===== src/rtl/pcap_mem_wr_ctrl_pkg.sv =====
// Shared definitions for the packet-capture memory write path and its replay counterpart.
// Memory word layout is {hdr, last, keep, data}, MSB first.
package pcap_mem_wr_ctrl_pkg;

  localparam int DEF_DATA_WIDTH    = 256;
  localparam int DEF_TUSER_WIDTH   = 128;
  localparam int DEF_ADDR_WIDTH    = 20;
  localparam int DEF_MAX_PKT_WORDS = 63;

  typedef enum logic [1:0] {
    ST_IDLE = 2'd0,
    ST_DATA = 2'd1,
    ST_FULL = 2'd2
  } wr_state_t;

  function automatic int mem_word_width(input int data_w);
    return data_w + data_w / 8 + 2;
  endfunction

  function automatic int hdr_bit(input int data_w);
    return mem_word_width(data_w) - 1;
  endfunction

  function automatic int last_bit(input int data_w);
    return mem_word_width(data_w) - 2;
  endfunction

  function automatic int keep_lsb(input int data_w);
    return data_w;
  endfunction

endpackage


===== src/rtl/pcap_mem_wr_ctrl_if.sv =====
// Stream-in / memory-write-out bundle for one capture queue.
// slave = write controller view, master = upstream stream source plus memory arbiter view.
interface pcap_mem_wr_ctrl_if #(
  parameter int C_S_AXIS_DATA_WIDTH  = 256,
  parameter int C_S_AXIS_TUSER_WIDTH = 128,
  parameter int MEM_ADDR_WIDTH       = 20
);

  localparam int MEM_WORD_W = C_S_AXIS_DATA_WIDTH + C_S_AXIS_DATA_WIDTH / 8 + 2;

  logic [C_S_AXIS_DATA_WIDTH-1:0]   s_axis_tdata;
  logic [C_S_AXIS_DATA_WIDTH/8-1:0] s_axis_tkeep;
  logic [C_S_AXIS_TUSER_WIDTH-1:0]  s_axis_tuser;
  logic                             s_axis_tvalid;
  logic                             s_axis_tready;
  logic                             s_axis_tlast;

  logic [MEM_ADDR_WIDTH-1:0]        mem_wr_addr;
  logic [MEM_WORD_W-1:0]            mem_wr_data;
  logic                             mem_wr_en;
  logic                             mem_wr_ready;

  modport slave (
    input  s_axis_tdata, s_axis_tkeep, s_axis_tuser, s_axis_tvalid, s_axis_tlast,
    output s_axis_tready,
    output mem_wr_addr, mem_wr_data, mem_wr_en,
    input  mem_wr_ready
  );

  modport master (
    output s_axis_tdata, s_axis_tkeep, s_axis_tuser, s_axis_tvalid, s_axis_tlast,
    input  s_axis_tready,
    input  mem_wr_addr, mem_wr_data, mem_wr_en,
    output mem_wr_ready
  );

endinterface


===== src/rtl/pcap_mem_wr_ctrl.sv =====
// Per-queue capture writer: AXIS packet -> header word + data words into a memory window.
// Latency: header 1 cycle after tvalid in IDLE, each data word 1 cycle after acceptance.
// Backpressure: tready follows the single output register slot; a full window parks until cleared.
module pcap_mem_wr_ctrl
  import pcap_mem_wr_ctrl_pkg::*;
#(
  parameter int C_S_AXIS_DATA_WIDTH  = DEF_DATA_WIDTH,
  parameter int C_S_AXIS_TUSER_WIDTH = DEF_TUSER_WIDTH,
  parameter int MEM_ADDR_WIDTH       = DEF_ADDR_WIDTH,
  parameter int MAX_PKT_WORDS        = DEF_MAX_PKT_WORDS
) (
  input  logic                      axis_aclk,
  input  logic                      axis_reset,
  pcap_mem_wr_ctrl_if.slave         bus,
  input  logic                      cfg_enable,
  input  logic                      cfg_clear,
  input  logic [MEM_ADDR_WIDTH-1:0] cfg_base_addr,
  input  logic [MEM_ADDR_WIDTH-1:0] cfg_high_addr,
  output logic [MEM_ADDR_WIDTH-1:0] stat_wr_ptr,
  output logic [31:0]               stat_pkt_count,
  output logic                      stat_mem_full
);

  localparam int DW     = C_S_AXIS_DATA_WIDTH;
  localparam int W      = mem_word_width(DW);
  localparam int HDR_B  = hdr_bit(DW);
  localparam int LAST_B = last_bit(DW);
  localparam int KEEP_L = keep_lsb(DW);
  localparam logic [MEM_ADDR_WIDTH:0] NEED = (MEM_ADDR_WIDTH+1)'(MAX_PKT_WORDS + 1);

  wr_state_t                  state_q, state_d;
  logic [MEM_ADDR_WIDTH-1:0]  wr_ptr_q;
  logic [31:0]                pkt_cnt_q;
  logic [MEM_ADDR_WIDTH:0]    space;
  logic [MEM_ADDR_WIDTH-1:0]  wr_addr_c;
  logic [C_S_AXIS_TUSER_WIDTH-1:0] tuser_c;
  logic [W-1:0]               hdr_word, dat_word;
  logic                       slot_free, tready_c, load_hdr, load_dat, do_clear;

  assign slot_free = ~bus.mem_wr_en | bus.mem_wr_ready;
  assign tuser_c   = bus.s_axis_tuser;

  // Room left in the window; an overrun pointer reads as no room at all.
  always_comb begin
    space = '0;
    if (wr_ptr_q <= cfg_high_addr)
      space = {1'b0, cfg_high_addr} - {1'b0, wr_ptr_q} + (MEM_ADDR_WIDTH+1)'(1);
  end

  // Oversized packets pin their trailing beats onto the last address of the window.
  assign wr_addr_c = (wr_ptr_q > cfg_high_addr) ? cfg_high_addr : wr_ptr_q;

  always_comb begin
    hdr_word = '0;
    hdr_word[HDR_B] = 1'b1;
    hdr_word[DW-1:0] = DW'(tuser_c);
  end

  always_comb begin
    dat_word = '0;
    dat_word[LAST_B] = bus.s_axis_tlast;
    dat_word[KEEP_L +: DW/8] = bus.s_axis_tkeep;
    dat_word[DW-1:0] = bus.s_axis_tdata;
  end

  always_ff @(posedge axis_aclk) begin
    if (axis_reset) state_q <= ST_IDLE;
    else            state_q <= state_d;
  end

  always_comb begin
    state_d  = state_q;
    tready_c = 1'b0;
    load_hdr = 1'b0;
    load_dat = 1'b0;
    do_clear = 1'b0;
    case (state_q)
      ST_IDLE: begin
        if (cfg_clear && !bus.mem_wr_en) begin
          do_clear = 1'b1;
        end else if (bus.s_axis_tvalid && cfg_enable && slot_free) begin
          // Reserve room for the whole packet up front so memory never holds a partial one.
          if (space >= NEED) begin
            load_hdr = 1'b1;
            state_d  = ST_DATA;
          end else begin
            state_d  = ST_FULL;
          end
        end
      end
      ST_DATA: begin
        tready_c = slot_free;
        if (bus.s_axis_tvalid && slot_free) begin
          load_dat = 1'b1;
          if (bus.s_axis_tlast) state_d = ST_IDLE;
        end
      end
      ST_FULL: begin
        if (cfg_clear && !bus.mem_wr_en) begin
          do_clear = 1'b1;
          state_d  = ST_IDLE;
        end
      end
      default: state_d = ST_IDLE;
    endcase
  end

  always_ff @(posedge axis_aclk) begin
    if (axis_reset) begin
      wr_ptr_q        <= '0;
      pkt_cnt_q       <= '0;
      bus.mem_wr_en   <= 1'b0;
      bus.mem_wr_addr <= '0;
      bus.mem_wr_data <= '0;
    end else begin
      if (do_clear) begin
        wr_ptr_q  <= cfg_base_addr;
        pkt_cnt_q <= '0;
      end else begin
        if ((load_hdr || load_dat) && (wr_ptr_q <= cfg_high_addr))
          wr_ptr_q <= wr_ptr_q + MEM_ADDR_WIDTH'(1);
        if (load_dat && bus.s_axis_tlast)
          pkt_cnt_q <= pkt_cnt_q + 32'd1;
      end
      if (load_hdr || load_dat) begin
        bus.mem_wr_en   <= 1'b1;
        bus.mem_wr_addr <= wr_addr_c;
        bus.mem_wr_data <= load_hdr ? hdr_word : dat_word;
      end else if (bus.mem_wr_ready) begin
        bus.mem_wr_en   <= 1'b0;
      end
    end
  end

  assign bus.s_axis_tready = tready_c;
  assign stat_wr_ptr       = wr_ptr_q;
  assign stat_pkt_count    = pkt_cnt_q;
  assign stat_mem_full     = (state_q == ST_FULL);

endmodule


===== src/flat_wrapper.sv =====
// flat-port wrapper written by rule: the top's interface ports become plain ports
module pcap_mem_wr_ctrl_flat import pcap_mem_wr_ctrl_pkg::*;
#(
  parameter int C_S_AXIS_DATA_WIDTH  = DEF_DATA_WIDTH,
  parameter int C_S_AXIS_TUSER_WIDTH = DEF_TUSER_WIDTH,
  parameter int MEM_ADDR_WIDTH       = DEF_ADDR_WIDTH,
  parameter int MAX_PKT_WORDS        = DEF_MAX_PKT_WORDS
)
  (axis_aclk, axis_reset, cfg_enable, cfg_clear, cfg_base_addr, cfg_high_addr, stat_wr_ptr, stat_pkt_count, stat_mem_full, bus_s_axis_tdata, bus_s_axis_tkeep, bus_s_axis_tuser, bus_s_axis_tvalid, bus_s_axis_tlast, bus_s_axis_tready, bus_mem_wr_addr, bus_mem_wr_data, bus_mem_wr_en, bus_mem_wr_ready);
  pcap_mem_wr_ctrl_if #(.C_S_AXIS_DATA_WIDTH(C_S_AXIS_DATA_WIDTH), .C_S_AXIS_TUSER_WIDTH(C_S_AXIS_TUSER_WIDTH), .MEM_ADDR_WIDTH(MEM_ADDR_WIDTH)) bus_i ();
  input  logic axis_aclk;
  input  logic axis_reset;
  input  logic cfg_enable;
  input  logic cfg_clear;
  input  logic [MEM_ADDR_WIDTH-1:0] cfg_base_addr;
  input  logic [MEM_ADDR_WIDTH-1:0] cfg_high_addr;
  output logic [MEM_ADDR_WIDTH-1:0] stat_wr_ptr;
  output logic [31:0] stat_pkt_count;
  output logic stat_mem_full;
  input wire logic [$bits(bus_i.s_axis_tdata)-1:0] bus_s_axis_tdata;
  input wire logic [$bits(bus_i.s_axis_tkeep)-1:0] bus_s_axis_tkeep;
  input wire logic [$bits(bus_i.s_axis_tuser)-1:0] bus_s_axis_tuser;
  input wire logic [$bits(bus_i.s_axis_tvalid)-1:0] bus_s_axis_tvalid;
  input wire logic [$bits(bus_i.s_axis_tlast)-1:0] bus_s_axis_tlast;
  output wire logic [$bits(bus_i.s_axis_tready)-1:0] bus_s_axis_tready;
  output wire logic [$bits(bus_i.mem_wr_addr)-1:0] bus_mem_wr_addr;
  output wire logic [$bits(bus_i.mem_wr_data)-1:0] bus_mem_wr_data;
  output wire logic [$bits(bus_i.mem_wr_en)-1:0] bus_mem_wr_en;
  input wire logic [$bits(bus_i.mem_wr_ready)-1:0] bus_mem_wr_ready;
  assign bus_i.s_axis_tdata = bus_s_axis_tdata;
  assign bus_i.s_axis_tkeep = bus_s_axis_tkeep;
  assign bus_i.s_axis_tuser = bus_s_axis_tuser;
  assign bus_i.s_axis_tvalid = bus_s_axis_tvalid;
  assign bus_i.s_axis_tlast = bus_s_axis_tlast;
  assign bus_s_axis_tready = bus_i.s_axis_tready;
  assign bus_mem_wr_addr = bus_i.mem_wr_addr;
  assign bus_mem_wr_data = bus_i.mem_wr_data;
  assign bus_mem_wr_en = bus_i.mem_wr_en;
  assign bus_i.mem_wr_ready = bus_mem_wr_ready;
  pcap_mem_wr_ctrl #(.C_S_AXIS_DATA_WIDTH(C_S_AXIS_DATA_WIDTH), .C_S_AXIS_TUSER_WIDTH(C_S_AXIS_TUSER_WIDTH), .MEM_ADDR_WIDTH(MEM_ADDR_WIDTH), .MAX_PKT_WORDS(MAX_PKT_WORDS)) u_core (.axis_aclk(axis_aclk), .axis_reset(axis_reset), .bus(bus_i), .cfg_enable(cfg_enable), .cfg_clear(cfg_clear), .cfg_base_addr(cfg_base_addr), .cfg_high_addr(cfg_high_addr), .stat_wr_ptr(stat_wr_ptr), .stat_pkt_count(stat_pkt_count), .stat_mem_full(stat_mem_full));
endmodule

===== config.mk =====
export PLATFORM = sky130hd
export DESIGN_NAME = pcap_mem_wr_ctrl_flat
export DESIGN_NICKNAME = d
export VERILOG_FILES = /design/src/rtl/pcap_mem_wr_ctrl_pkg.sv /design/src/rtl/pcap_mem_wr_ctrl_if.sv /design/src/rtl/pcap_mem_wr_ctrl.sv /design/src/flat_wrapper.sv
export SDC_FILE = /design/constraint.sdc
export NUM_CORES = 1
export LEC_CHECK = 0
export ABC_AREA = 1
export BUFFER_PORTS_ARGS = -buffer_cell sky130_fd_sc_hd__buf_2
export CORE_AREA = 3 3 317 319
export DETAILED_ROUTE_END_ITERATION = 16
export DIE_AREA = 0 0 320 322
export PLACE_DENSITY = 0.46
export SETUP_SLACK_MARGIN = 0.1
export SYNTH_ARGS = -nofsm -noshare
export SYNTH_HDL_FRONTEND = slang
export SYNTH_SLANG_ARGS = --single-unit

===== constraint.sdc =====
create_clock -name axis_aclk -period 8.13 [get_ports axis_aclk]
set_input_delay 0.4065 -clock axis_aclk [delete_from_list [all_inputs] [get_ports axis_aclk]]
set_output_delay 0.4065 -clock axis_aclk [all_outputs]
set_load 0.02 [all_outputs]

==> metrics.md, run 1 <==
| Metric | Value |
|---|---|
| I/O pin count | `828` |
| Post-Route WL | `85.89 mm` |
| Seq/Total Area, Yosys | `0.4246` |
| Final hold vios | `0` |
| Most crowded layer after global routing | `met2` |
| Max-cap violations | `0` |
| Detail Placement HPWL | `65.66 mm` |
| Final min period | `around 5.2 ns` |
| Drt pass-1 iters | `7` |
| CP max stage delay | `0.60 ns` |
| H-tree levels | `2` |
| Slew Viols, Final | `0` |
| Vias in the first global route | `18610` |
| CTS Buf Count | `47` |
| P&R area growth vs syn | `46.36%` |
| Cells resized by post-CTS repair | `0` |
| Most common cell after layout, fill and taps aside | `nand2_1` |
| Total chip power | `0.005181 W` |
| Netlist Area Pre-Place | `between 0.015 and 0.02 mm^2` |
| Hold_buf cts | `106` |
| Via count | `19550` |
| Hold Path Sink | `u_core.bus.mem_wr_data[227]` |
| Final period util | `0.6350` |
| Initial antenna violation count | `30` |
| Post-Syn Instances | `2525` |
| CTS tree | `built` |
| Horiz. Die Dim | `320 um` |
| Worst-path clk slew | `approximately 0.060 ns` |
| Clock buffer depth | `3` |
| Critical-path top delay cell | `inv_6` |
| YS warnings | `0` |
| Final nets | `3897` |
| Residual DRC count | `0` |
| CP max FO | `85` |
| Met1 Use GR | `0.2048` |
| Grt total ovfl | `0` |
| Total power per unit cell area | `205.7 mW/mm^2` |
| IO buf count | `~830` |
| Hold slack | `approximately 0.056 ns` |
| Most frequent cells in the layout | `nand2_1, buf_2, dfxtp_1` |
| Status | `completed` |
| Reg2reg end | `u_core.bus.mem_wr_data[95]` |
| Design Area, Final | `about 0.025 mm^2` |
| Reg2reg start | `u_core.stat_wr_ptr[11]` |
| P_leak | `12.25 nW` |
| Synth Flop Type | `dfxtp_1` |
| CTS Sinks | `365` |
| Hold/Removal Path Class | `in2reg` |
| Die H | `322 um` |
| Die area | `0.1030 mm^2` |
| Hold Path Depth | `3` |
| Starting Density | `0.1754` |
| Initial DRC count | `1331` |
| Asr flop ratio synth | `0` |
| Post-DR vias/cell | `4.155` |
| Area after DPL | `around 0.022 mm^2` |
| FF-to-FF setup slack | `between 2 and 3 ns` |
| WP buf/inv | `3` |
| Number of setup buffers added after CTS | `0` |
| Worst slew margin | `0.07759` |
| Layout cells sized above 1 | `0.2776` |
| CTS root buf | `clkbuf_16` |
| Hold_sp | `bus_s_axis_tdata[227]` |
| Row count | `115` |
| Cell variety after synth | `41` |
| Post-synth EDFFs | `0` |
| Core Area | `between 0.09 and 0.1 mm^2` |
| Worst path required time | `roughly 8.7 ns` |
| Clock latency on the worst-skew pair | `0.62 ns` |
| WP depth | `19` |
| CP Capture Type | `register` |
| Setup TNS | `0 ns` |
| Startpoint types | `register` |
| Met2 GRT Util | `0.2463` |
| Worst Setup SP | `u_core.stat_wr_ptr[11]` |
| First-pass GRT wire length | `~120 mm` |
| Clock Skew | `0.03579 ns` |
| Kind of critical path | `reg2reg` |
| Setup-failing EPs final | `0` |
| Worst slew pin tran | `1.384 ns` |
| DR WL/cell | `18.26 um` |
| GRT Util Overall | `0.1557` |
| Synth Net Count | `3050` |
| Synth Register Bits | `~370` |
| Detail Route Antenna Nets | `0` |
| Largest net degree at the start of global routing | `204` |
| Peak Freq | `193.7 MHz` |
| Critical path's top delay family | `simple AND/OR/NAND/NOR gates` |
| Max VDD drop | `0.0001355 V` |
| Met3 GRT Util | `0.04838` |
| Syn_area_per_cell | `just under 7 um^2` |
| GPL Wtd Cong | `0.8445` |
| RSZ-0062 raised after global routing | `false` |
| Cell Chain, Critical Path | `ha_1 -> nand2_1 -> nor2_1 -> nand4_1 -> nor2_1 -> nand2_1 -> nand3_1 -> nand2_1 -> buf_4 -> nand3_1 -> nand2_1 -> nor2_1 -> nand2_4 -> nand2_2 -> nand2_2 -> inv_6 -> buf_4 -> a21oi_1 -> nor2_1` |
| R2R depth | `19` |
| CP arrival | `roughly 5.7 ns` |
[per-stage QoR]
stage / cells / setup WS, ns / utilization
floorplan: 2525 / 5.087 / -
global placement: 4504 / 2.804 / 0.2289
detailed placement: 4504 / 2.738 / 0.2289
CTS: 4691 / 2.892 / 0.2563
global route: 4698 / 2.424 / 0.2565
finish: 4705 / 2.967 / 0.2567
[power by group]
part / total [W] / internal [W] / switching [W]
sequential: 0.00193 / 0.00187 / 0.0000601
combinational: 0.00104 / 0.000380 / 0.000663
clock: 0.00221 / 0.00134 / 0.000873
[cells in the mapped netlist (7+ instances only)]
library cell	count	area, um^2
o21ai_0	68	340.3
nor2_2	7	43.79
clkbuf_1	91	341.6
inv_1	132	495.5
dfxtp_1	365	7307
nand3_1	191	955.9
buf_6	11	123.9
buf_2	31	155.2
nor2_1	258	968.4
nand2_1	835	3134
ha_1	61	763.2
xor2_1	22	192.7
nand4_1	19	118.9
nor3_1	19	95.09
a21oi_1	351	1757
buf_1	14	52.55
[area by class of cell]
class                           count  area (um^2)
Antenna cell                       14        35.03
Clock buffer                       70         1423
Clock inverter                     11        212.7
Fill cell                       11080        72940
Inverter                          140        538.0
Multi-Input combinational cell   1870         8723
Sequential cell                   365         7307
Tap cell                         1287         1610
Timing Repair Buffer              948         5340
[state kept, by name (all words and copies together), names as in the netlist]
signal and count:
u_core.stat_wr_ptr 20, u_core.bus.mem_wr_en 1, u_core.bus.mem_wr_addr 20, u_core.state_q 2, u_core.stat_pkt_count 32, u_core.bus.mem_wr_data 290
[worst register-to-register path: stages (launching register included)]
cell	delay, ns
dfxtp_1	0.39
ha_1	0.36
nand2_1	0.08
nor2_1	0.18
nand4_1	0.11
nor2_1	0.13
nand2_1	0.07
nand3_1	0.06
nand2_1	0.38
buf_4	0.40
nand3_1	0.12
nand2_1	0.06
nor2_1	0.20
nand2_4	0.37
nand2_2	0.33
nand2_2	0.37
inv_6	0.60
buf_4	0.66
a21oi_1	0.13
nor2_1	0.10
[how the worst max path moves through the flow]
| stage | to |
|---|---|
| after floorplan | u_core.bus.mem_wr_data[28] |
| after global placement | u_core.bus.mem_wr_data[121] |
| after detailed placement | u_core.bus.mem_wr_data[127] |
| after CTS | u_core.bus.mem_wr_data[1] |
| after global routing | u_core.bus.mem_wr_data[79] |
| final | u_core.bus.mem_wr_data[95] |
[metal layers]
layer / routed length (um) / up-vias
met4: 1847 / 12
met3: 7201 / 103
met5: 80 / -
met2: 38580 / 738
li1: - / 9825
met1: 38180 / 8873
[logic make-up after synthesis]
kind of cell	Yosys count	share of synthesized area
AND/OR/NAND/NOR	1353	0.3195
AO/OA/AOI/OAI	428	0.1255
flip-flops	365	0.4246
buffers and inverters	290	0.07103
adder cells (fa/ha/maj)	62	0.04551
XOR/XNOR	26	0.01323
multiplexers	1	0.0006543
No activity file was read; power rests on OpenSTA's default activity.
==> run 2, diff against run 1 <==
--- a/config.mk
+++ b/config.mk
@@ -5,11 +5,11 @@
 export SDC_FILE = /design/constraint.sdc
 export NUM_CORES = 1
 export LEC_CHECK = 0
-export ABC_AREA = 1
+export ABC_AREA = 0
 export BUFFER_PORTS_ARGS = -buffer_cell sky130_fd_sc_hd__buf_2
-export CORE_AREA = 3 3 317 319
+export CORE_AREA = 3 3 318 320
 export DETAILED_ROUTE_END_ITERATION = 16
-export DIE_AREA = 0 0 320 322
+export DIE_AREA = 0 0 321 323
 export PLACE_DENSITY = 0.46
 export SETUP_SLACK_MARGIN = 0.1
 export SYNTH_ARGS = -nofsm -noshare
==> constraint.sdc (replaced) <==
create_clock -name axis_aclk -period 5.3 [get_ports axis_aclk]
set_input_delay 0.265 -clock axis_aclk [delete_from_list [all_inputs] [get_ports axis_aclk]]
set_output_delay 0.265 -clock axis_aclk [all_outputs]
set_load 0.02 [all_outputs]
==> run 2 against run 1 <==
Combinational power grew 63%. Worst hold slack lost 0.037 ns. Clock skew shrank 0.015 ns. Critical path depth shrank 1.
==> metrics.md, run 2 <==
| Metric | Value |
|---|---|
| GRT Util Overall | `0.1527 (-0.003004)` |
| Worst-path clk slew | `0.06 ns (about the same)` |
| CP arrival | `5.34 ns (-0.36 ns)` |
| Post-Syn Instances | `2106 (-17%)` |
| RSZ-0062 raised after global routing | `false` |
| Most frequent cells in the layout | `buf_2, nand2_1, dlygate4sd3_1` |
| Max-cap violations | `0 (unchanged)` |
| CTS root buf | `clkbuf_16` |
| Grt total ovfl | `0 (unchanged)` |
| Post-Route WL | `83.96 mm (-2.2%)` |
| Die area | `0.1037 mm^2 (+0.62%)` |
| Largest net degree at the start of global routing | `109 (-47%)` |
| Detail Route Antenna Nets | `0 (unchanged)` |
| Detail Placement HPWL | `62.18 mm (-5.3%)` |
| Post-DR vias/cell | `4.234 (+1.9%)` |
| Post-synth EDFFs | `0 (unchanged)` |
| Setup-failing EPs final | `0 (unchanged)` |
| Top-count cell post-synth | `nand2_1` |
| Residual DRC count | `0 (unchanged)` |
| Max VDD drop | `0.0002364 V (+74%)` |
| Mux contribution to synthesized area | `0.002373 (+0.001719)` |
| First-pass GRT wire length | `122.4 mm (+0.47%)` |
| Final nets | `3803 (-2.4%)` |
| Worst slew pin tran | `1.205 ns (-0.1790 ns)` |
| Worst path required time | `5.85 ns (-2.82 ns)` |
| I/O pin count | `828 (unchanged)` |
| Hold/Removal Path Class | `in2reg` |
| Simple-Gate Fraction of Synth Area | `0.2268 (-0.09268)` |
| Fill cells | `10760 (-2.9%)` |
| Synth area leader | `dfxtp_1` |
| Synth top area share | `0.4331 (+0.008501)` |
| Hold slack | `0.01871 ns (-0.03730 ns)` |
| Reg with most FFs | `u_core.bus.mem_wr_data` |
| IO buf count | `827 (unchanged)` |
| Asr flop ratio synth | `0 (unchanged)` |
| Synth Net Count | `2631 (-14%)` |
| Slew Viols, Final | `0 (unchanged)` |
| Setup TNS | `0 ns (unchanged)` |
| YS warnings | `0 (unchanged)` |
| Clock buffer depth | `3 (unchanged)` |
| Syn_area_per_cell | `8.012 um^2 (+18%)` |
| Complex-gate fraction of the synthesized area | `0.2166 (+0.09113)` |
| Peak Freq | `208.8 MHz (+7.8%)` |
| Final period util | `0.9038 (+0.2688)` |
| Core Area | `0.09842 mm^2 (+0.29%)` |
| Starting Density | `0.1714 (-0.003945)` |
| CP Capture Type | `register` |
| Final min period | `4.790 ns (-0.3727 ns)` |
| Synth Area in Adders | `0.04642 (+0.0009112)` |
| Via count | `19530 (-0.13%)` |
| CP max FO | `47 (-45%)` |
| # placed instances | `4093 (-9.1%)` |
| Vias in the first global route | `19840 (+6.6%)` |
| P_leak | `12.21 nW (-0.32%)` |
| DR WL/cell | `18.21 um (-0.25%)` |
| Layout cells sized above 1 | `0.3039 (+0.02625)` |
| CTS Sinks | `365 (unchanged)` |
| Synth Flop Type | `dfxtp_1` |
| Initial DRC count | `974 (-27%)` |
| Fin cells | `4611 (-2.0%)` |
| Clock Skew | `0.02055 ns (-0.01524 ns)` |
| Netlist Area Pre-Place | `0.01687 mm^2 (-2.0%)` |
| CP max stage delay | `0.58 ns (-0.02 ns)` |
| Number of flip-flops in the largest register | `290 (unchanged)` |
| Worst slew margin | `0.1953 (+0.1177)` |
| Die H | `323 um (+0.31%)` |
| Total power per unit cell area | `278.0 mW/mm^2 (+35%)` |
| Startpoint types | `register` |
| P&R area growth vs syn | `66.11%` |
| Kind of critical path | `reg2reg` |
| Post-synth top cells | `nand2_1, dfxtp_1, nor2_1, a21oi_1, clkbuf_1` |
| Main combinational cell family by area after synthesis | `simple AND/OR/NAND/NOR gates` |
| Largest cells by area after synthesis | `dfxtp_1, nand2_1, a311oi_2, a21oi_1, nor2_1` |
| Total chip power | `0.007791 W (+50%)` |
| Row count | `115 (unchanged)` |
| Synth Register Bits | `365 (unchanged)` |
| Critical-path top delay cell | `dlygate4sd3_1` |
| Clock latency on the worst-skew pair | `0.62 ns (about the same)` |
| Final hold vios | `0 (unchanged)` |
| Drt pass-1 iters | `5 (-2)` |
| Initial antenna violation count | `27 (-10%)` |
| Number of setup buffers added after CTS | `0 (unchanged)` |
| Horiz. Die Dim | `321 um (+0.31%)` |
| Cell variety after synth | `55 (+34%)` |
| Post-synthesis xor/xnor area fraction | `0.02180 (+0.008570)` |
| Seq/Total Area, Yosys | `0.4331 (+0.008501)` |
| Most common cell after layout, fill and taps aside | `buf_2` |
| GPL Wtd Cong | `0.8551 (+1.3%)` |
| Cell Chain, Critical Path | `ha_1 -> inv_1 -> ha_1 -> inv_1 -> fa_1 -> nand2b_1 -> a21oi_2 -> o21a_1 -> o21ai_0 -> a221oi_1 -> nand4_1 -> o31ai_4 -> buf_12 -> buf_12 -> clkbuf_16 -> nor2_1 -> a311oi_1 -> dlygate4sd3_1` |
| H-tree levels | `2 (unchanged)` |
| CTS Buf Count | `46 (-2.1%)` |
| CTS tree | `built` |
| Status | `completed` |
[run 2: worst paths after layout]
check | start | to | slack, ns | cells past startpoint
max | u_core.stat_wr_ptr[1] | u_core.bus.mem_wr_data[11] | 0.51 | 18
min | bus_s_axis_tuser[116] | u_core.bus.mem_wr_data[116] | 0.02 | 3
max reg2reg | u_core.stat_wr_ptr[1] | u_core.bus.mem_wr_data[11] | 0.51 | 18
min reg2reg | u_core.bus.mem_wr_data[267] | u_core.bus.mem_wr_data[267] | 0.45 | 2
[run 2: logic make-up (layout without fill, tap and decap cells)]
| group | after synthesis | after routing |
|---|---|---|
| AO/OA/AOI/OAI | 476 | 476 |
| XOR/XNOR | 42 | 42 |
| adder cells (fa/ha/maj) | 62 | 62 |
| flip-flops | 365 | 365 |
| buffers and inverters | 199 | 1407 |
| other | 0 | 10 |
| AND/OR/NAND/NOR | 958 | 958 |
| multiplexers | 4 | 4 |
[run 2: per-stage QoR]
| step | util | setup slack (ns) | area (um^2) |
|---|---|---|---|
| 2_1_floorplan | - | 1.660 | 16870 |
| 3_3_place_gp | 0.2262 | 0.9016 | 22270 |
| 3_5_place_dp | 0.2262 | 0.8114 | 22270 |
| 4_1_cts | 0.2841 | 0.2779 | 27960 |
| 5_1_grt | 0.2846 | 0.1783 | 28010 |
| 6_report | 0.2848 | 0.5101 | 28030 |
[run 2: final cells by class]
class | instances | area (um^2) | share of cell area
inverter | 46 | 172.7 | 0.006161
antenna | 10 | 25.02 | 0.0008929
timing repair buffer | 1277 | 8738 | 0.3118
multi-input combinational | 1542 | 8711 | 0.3108
tap | 1287 | 1610 | 0.05746
clock buffer | 74 | 1336 | 0.04768
clock inverter | 10 | 126.4 | 0.004509
sequential | 365 | 7307 | 0.2607
[run 2: routing by layer]
metal	vias up	wire length, um	share of wire	GRT usage
li1	9537	-	-	-
met1	9149	33700	0.40	0.1790
met2	671	39500	0.47	0.2560
met3	142	8279	0.099	0.06100
met4	26	2307	0.027	0.04619
met5	-	171	0.0020	0
[run 2: worst max-delay path: cells and delay by family (launching register included)]
family                     cells  cell delay, ns
buffers and inverters          6            1.51
AOI/OAI and AO/OA              6            1.41
adders and majority gates      3            0.80
and+or+nand+nor                3            0.48
DFF                            1            0.44
[run 2: repair_timing]
action	4_1_cts	5_1_grt
gates resized for setup	0	3
hold buffers	423	0
hold endpoints to repair	308	0
endpoints found under the setup margin	0	57
[run 2: where the power goes]
| part | total (W) | leakage, nW | switching [W] | internal [W] |
|---|---|---|---|---|
| Clock | 0.00312 | 0.709 | 0.00133 | 0.00179 |
| Combinational | 0.00169 | 8.53 | 0.000936 | 0.000754 |
| Sequential | 0.00298 | 2.97 | 0.0000957 | 0.00288 |
| Total | 0.00779 | 12.2 | 0.00237 | 0.00543 |
==> run 3, diff against run 2 <==
--- a/config.mk
+++ b/config.mk
@@ -5,11 +5,11 @@
 export SDC_FILE = /design/constraint.sdc
 export NUM_CORES = 1
 export LEC_CHECK = 0
-export ABC_AREA = 0
+export ABC_AREA = 1
 export BUFFER_PORTS_ARGS = -buffer_cell sky130_fd_sc_hd__buf_2
-export CORE_AREA = 3 3 318 320
+export CORE_AREA = 3 3 321 323
 export DETAILED_ROUTE_END_ITERATION = 16
-export DIE_AREA = 0 0 321 323
+export DIE_AREA = 0 0 324 326
 export PLACE_DENSITY = 0.46
 export SETUP_SLACK_MARGIN = 0.1
 export SYNTH_ARGS = -nofsm -noshare
==> run 3 against run 2 <==
Maximum frequency up 12%. Combinational power up 4%. Worst setup slack better by 0.50 ns. Total power up 4.8%.
==> metrics.md, run 3 (same netlist as run 1, synthesis figures left out) <==
| Metric | Value |
|---|---|
| Design Area, Final | `0.02793 mm^2 (-0.33%)` |
| Cells resized by post-CTS repair | `0 (unchanged)` |
| DR WL/cell | `17.53 um (-3.7%)` |
| Worst slew margin | `0.1009 (-0.09442)` |
| Critical path's top delay family | `simple AND/OR/NAND/NOR gates` |
| GPL Wtd Cong | `0.8453 (-1.1%)` |
| Cell Chain, Critical Path | `inv_1 -> ha_1 -> ha_1 -> nand2_1 -> inv_1 -> nand2_1 -> nor2_1 -> nand4_1 -> nand3_1 -> nand2_1 -> nand3_1 -> nand2_1 -> nor2_1 -> nand2_4 -> nand2_2 -> nand2_2 -> inv_6 -> buf_12 -> a21oi_1 -> nor2_1` |
| CP dominant cell by count | `nand2_1` |
| Hold slack | `0.04202 ns (+0.02331 ns)` |
| Setup TNS | `0 ns (unchanged)` |
| # placed instances | `4521 (+10%)` |
| Detail Placement HPWL | `64.28 mm (+3.4%)` |
| Hold/Removal Path Class | `in2reg` |
| Slew Viols, Final | `0 (unchanged)` |
| Setup-failing EPs final | `0 (unchanged)` |
| Fill cells | `11080 (+2.9%)` |
| Hold_buf cts | `369 (-13%)` |
| CP arrival | `4.82 ns (-0.52 ns)` |
| H-tree levels | `2 (unchanged)` |
| Via count | `20660 (+5.8%)` |
| Worst slew pin tran | `1.349 ns (+0.1441 ns)` |
| Die area | `0.1056 mm^2 (+1.9%)` |
| Layout cells sized above 1 | `0.2604 (-0.04347)` |
| Initial antenna violation count | `13 (-52%)` |
| CTS Buf Count | `48 (+4.3%)` |
| Critical-path top delay cell | `inv_6` |
| Grt total ovfl | `0 (unchanged)` |
| Horiz. Die Dim | `324 um (+0.93%)` |
| Most common cell after layout, fill and taps aside | `nand2_1` |
| I/O pin count | `828 (unchanged)` |
| Max-cap violations | `0 (unchanged)` |
| Starting Density | `0.1719 (+0.0004176)` |
| First-pass GRT wire length | `125.4 mm (+2.5%)` |
| Clock latency on the worst-skew pair | `0.63 ns (about the same)` |
| CP Capture Type | `register` |
| Final period util | `0.8087 (-0.09507)` |
| Drt pass-1 iters | `6 (+1)` |
| WP buf/inv | `4 (-2)` |
| Startpoint types | `register` |
| Area after DPL | `0.02255 mm^2 (+1.3%)` |
| Detail Route Antenna Nets | `0 (unchanged)` |
| Initial DRC count | `1231 (+26%)` |
| Reg with most FFs | `u_core.bus.mem_wr_data` |
| CP max stage delay | `0.68 ns (+0.10 ns)` |
| GRT Util Overall | `0.1552 (+0.002571)` |
| Total power per unit cell area | `292.2 mW/mm^2 (+5.1%)` |
| Final min period | `4.286 ns (-0.5039 ns)` |
| Number of setup buffers added after CTS | `0 (unchanged)` |
| Residual DRC count | `0 (unchanged)` |
| Vias in the first global route | `20390 (+2.8%)` |
| Post-Route WL | `87.41 mm (+4.1%)` |
| Number of flip-flops in the largest register | `290 (unchanged)` |
| Post-DR vias/cell | `4.145 (-2.1%)` |
| IO buf count | `827 (unchanged)` |
| CTS Sinks | `365 (unchanged)` |
| CTS root buf | `clkbuf_16` |
| Max VDD drop | `0.0002278 V (-3.6%)` |
| P_leak | `13.59 nW (+11%)` |
| FF-to-FF setup slack | `1.01 ns (+0.50 ns)` |
| RSZ-0062 raised after global routing | `false` |
| P&R area growth vs syn | `62.31%` |
| Kind of critical path | `reg2reg` |
| CTS tree | `built` |
| Row count | `116 (+0.87%)` |
| Clock Skew | `0.03782 ns (+0.01727 ns)` |
| Worst path required time | `5.83 ns (-0.02 ns)` |
| Status | `completed` |
| CP max FO | `70 (+49%)` |
| Peak Freq | `233.3 MHz (+12%)` |
| Most frequent cells in the layout | `nand2_1, buf_2, dlygate4sd3_1` |
| Largest net degree at the start of global routing | `159 (+46%)` |
| Worst-path clk slew | `0.06 ns (about the same)` |
| Final hold vios | `0 (unchanged)` |
| Fin cells | `4985 (+8.1%)` |
| Die H | `326 um (+0.93%)` |
| Final nets | `4167 (+9.6%)` |
| Clock buffer depth | `3 (unchanged)` |
| Core Area | `0.1001 mm^2 (+1.8%)` |
[run 3: cell types whose count changed in the layout (fill, tap and decap cells not counted), moves of 11 or more]
| cell | previous run | this run |
|---|---|---|
| nor2_1 | 230 | 257 |
| a211oi_1 | 39 | 1 |
| a311oi_1 | 48 | 0 |
| a311oi_2 | 80 | 0 |
| o21ai_0 | 24 | 68 |
| clkbuf_1 | 20 | 6 |
| a21oi_1 | 219 | 351 |
| xnor2_1 | 21 | 4 |
| nand2_1 | 625 | 834 |
| dlygate4sd3_1 | 423 | 369 |
| nand4_1 | 8 | 19 |
| nand3_1 | 26 | 191 |
| inv_1 | 46 | 132 |
[run 3: where the power goes]
| group | switching [W] | total, W | internal (W) |
|---|---|---|---|
| Combinational | 0.00105 | 0.00176 | 0.000715 |
| Clock | 0.00139 | 0.00345 | 0.00205 |
| Sequential | 0.0000921 | 0.00295 | 0.00286 |
[run 3: layout make-up]
class	count	area (um^2)	share of cell area
repair buffers	1217	8055	0.2884
clock inverters	20	264.0	0.009451
inverters	140	538.0	0.01926
flip-flops and latches	365	7307	0.2616
well taps	1298	1624	0.05814
multi-input cells	1870	8723	0.3123
diodes	8	20.02	0.0007167
clock buffers	67	1403	0.05021
[run 3: metal layers]
metal	part of all wire	wire [um]	track usage	vias up
li1	-	-	-	10360
met1	0.43	37610	0.1916	9396
met2	0.44	38770	0.2503	743
met3	0.091	7926	0.05219	150
met4	0.035	3035	0.05504	10
met5	0.00072	63	0	-
[run 3: final timing paths]
| path | from | cells after the start | endpoint |
|---|---|---|---|
| max reg2reg | u_core.stat_wr_ptr[12] | 20 | u_core.bus.mem_wr_data[80] |
| min reg2reg | u_core.bus.mem_wr_data[181] | 2 | u_core.bus.mem_wr_data[181] |
| max | u_core.stat_wr_ptr[12] | 20 | u_core.bus.mem_wr_data[80] |
| min | bus_s_axis_tdata[124] | 5 | u_core.bus.mem_wr_data[124] |
[run 3: worst reg2reg max path, delay by kind of cell (launching register included)]
| family | cells | cell delay (ns) |
|---|---|---|
| adder cells (fa/ha/maj) | 2 | 0.63 |
| AO/OA/AOI/OAI | 1 | 0.13 |
| AND/OR/NAND/NOR | 13 | 1.63 |
| flip-flops | 1 | 0.51 |
| buffers and inverters | 4 | 1.31 |
[run 3: per-stage QoR]
| stage | total power, W | util | setup slack, ns |
|---|---|---|---|
| CTS | 0.008310 | 0.2787 | 1.004 |
| floorplan | 0.003937 | - | 2.257 |
| global placement | 0.004565 | 0.2252 | 1.041 |
| global route | 0.008613 | 0.2788 | 0.6055 |
| detailed placement | 0.004564 | 0.2252 | 1.046 |
| finish | 0.008163 | 0.2789 | 1.014 |
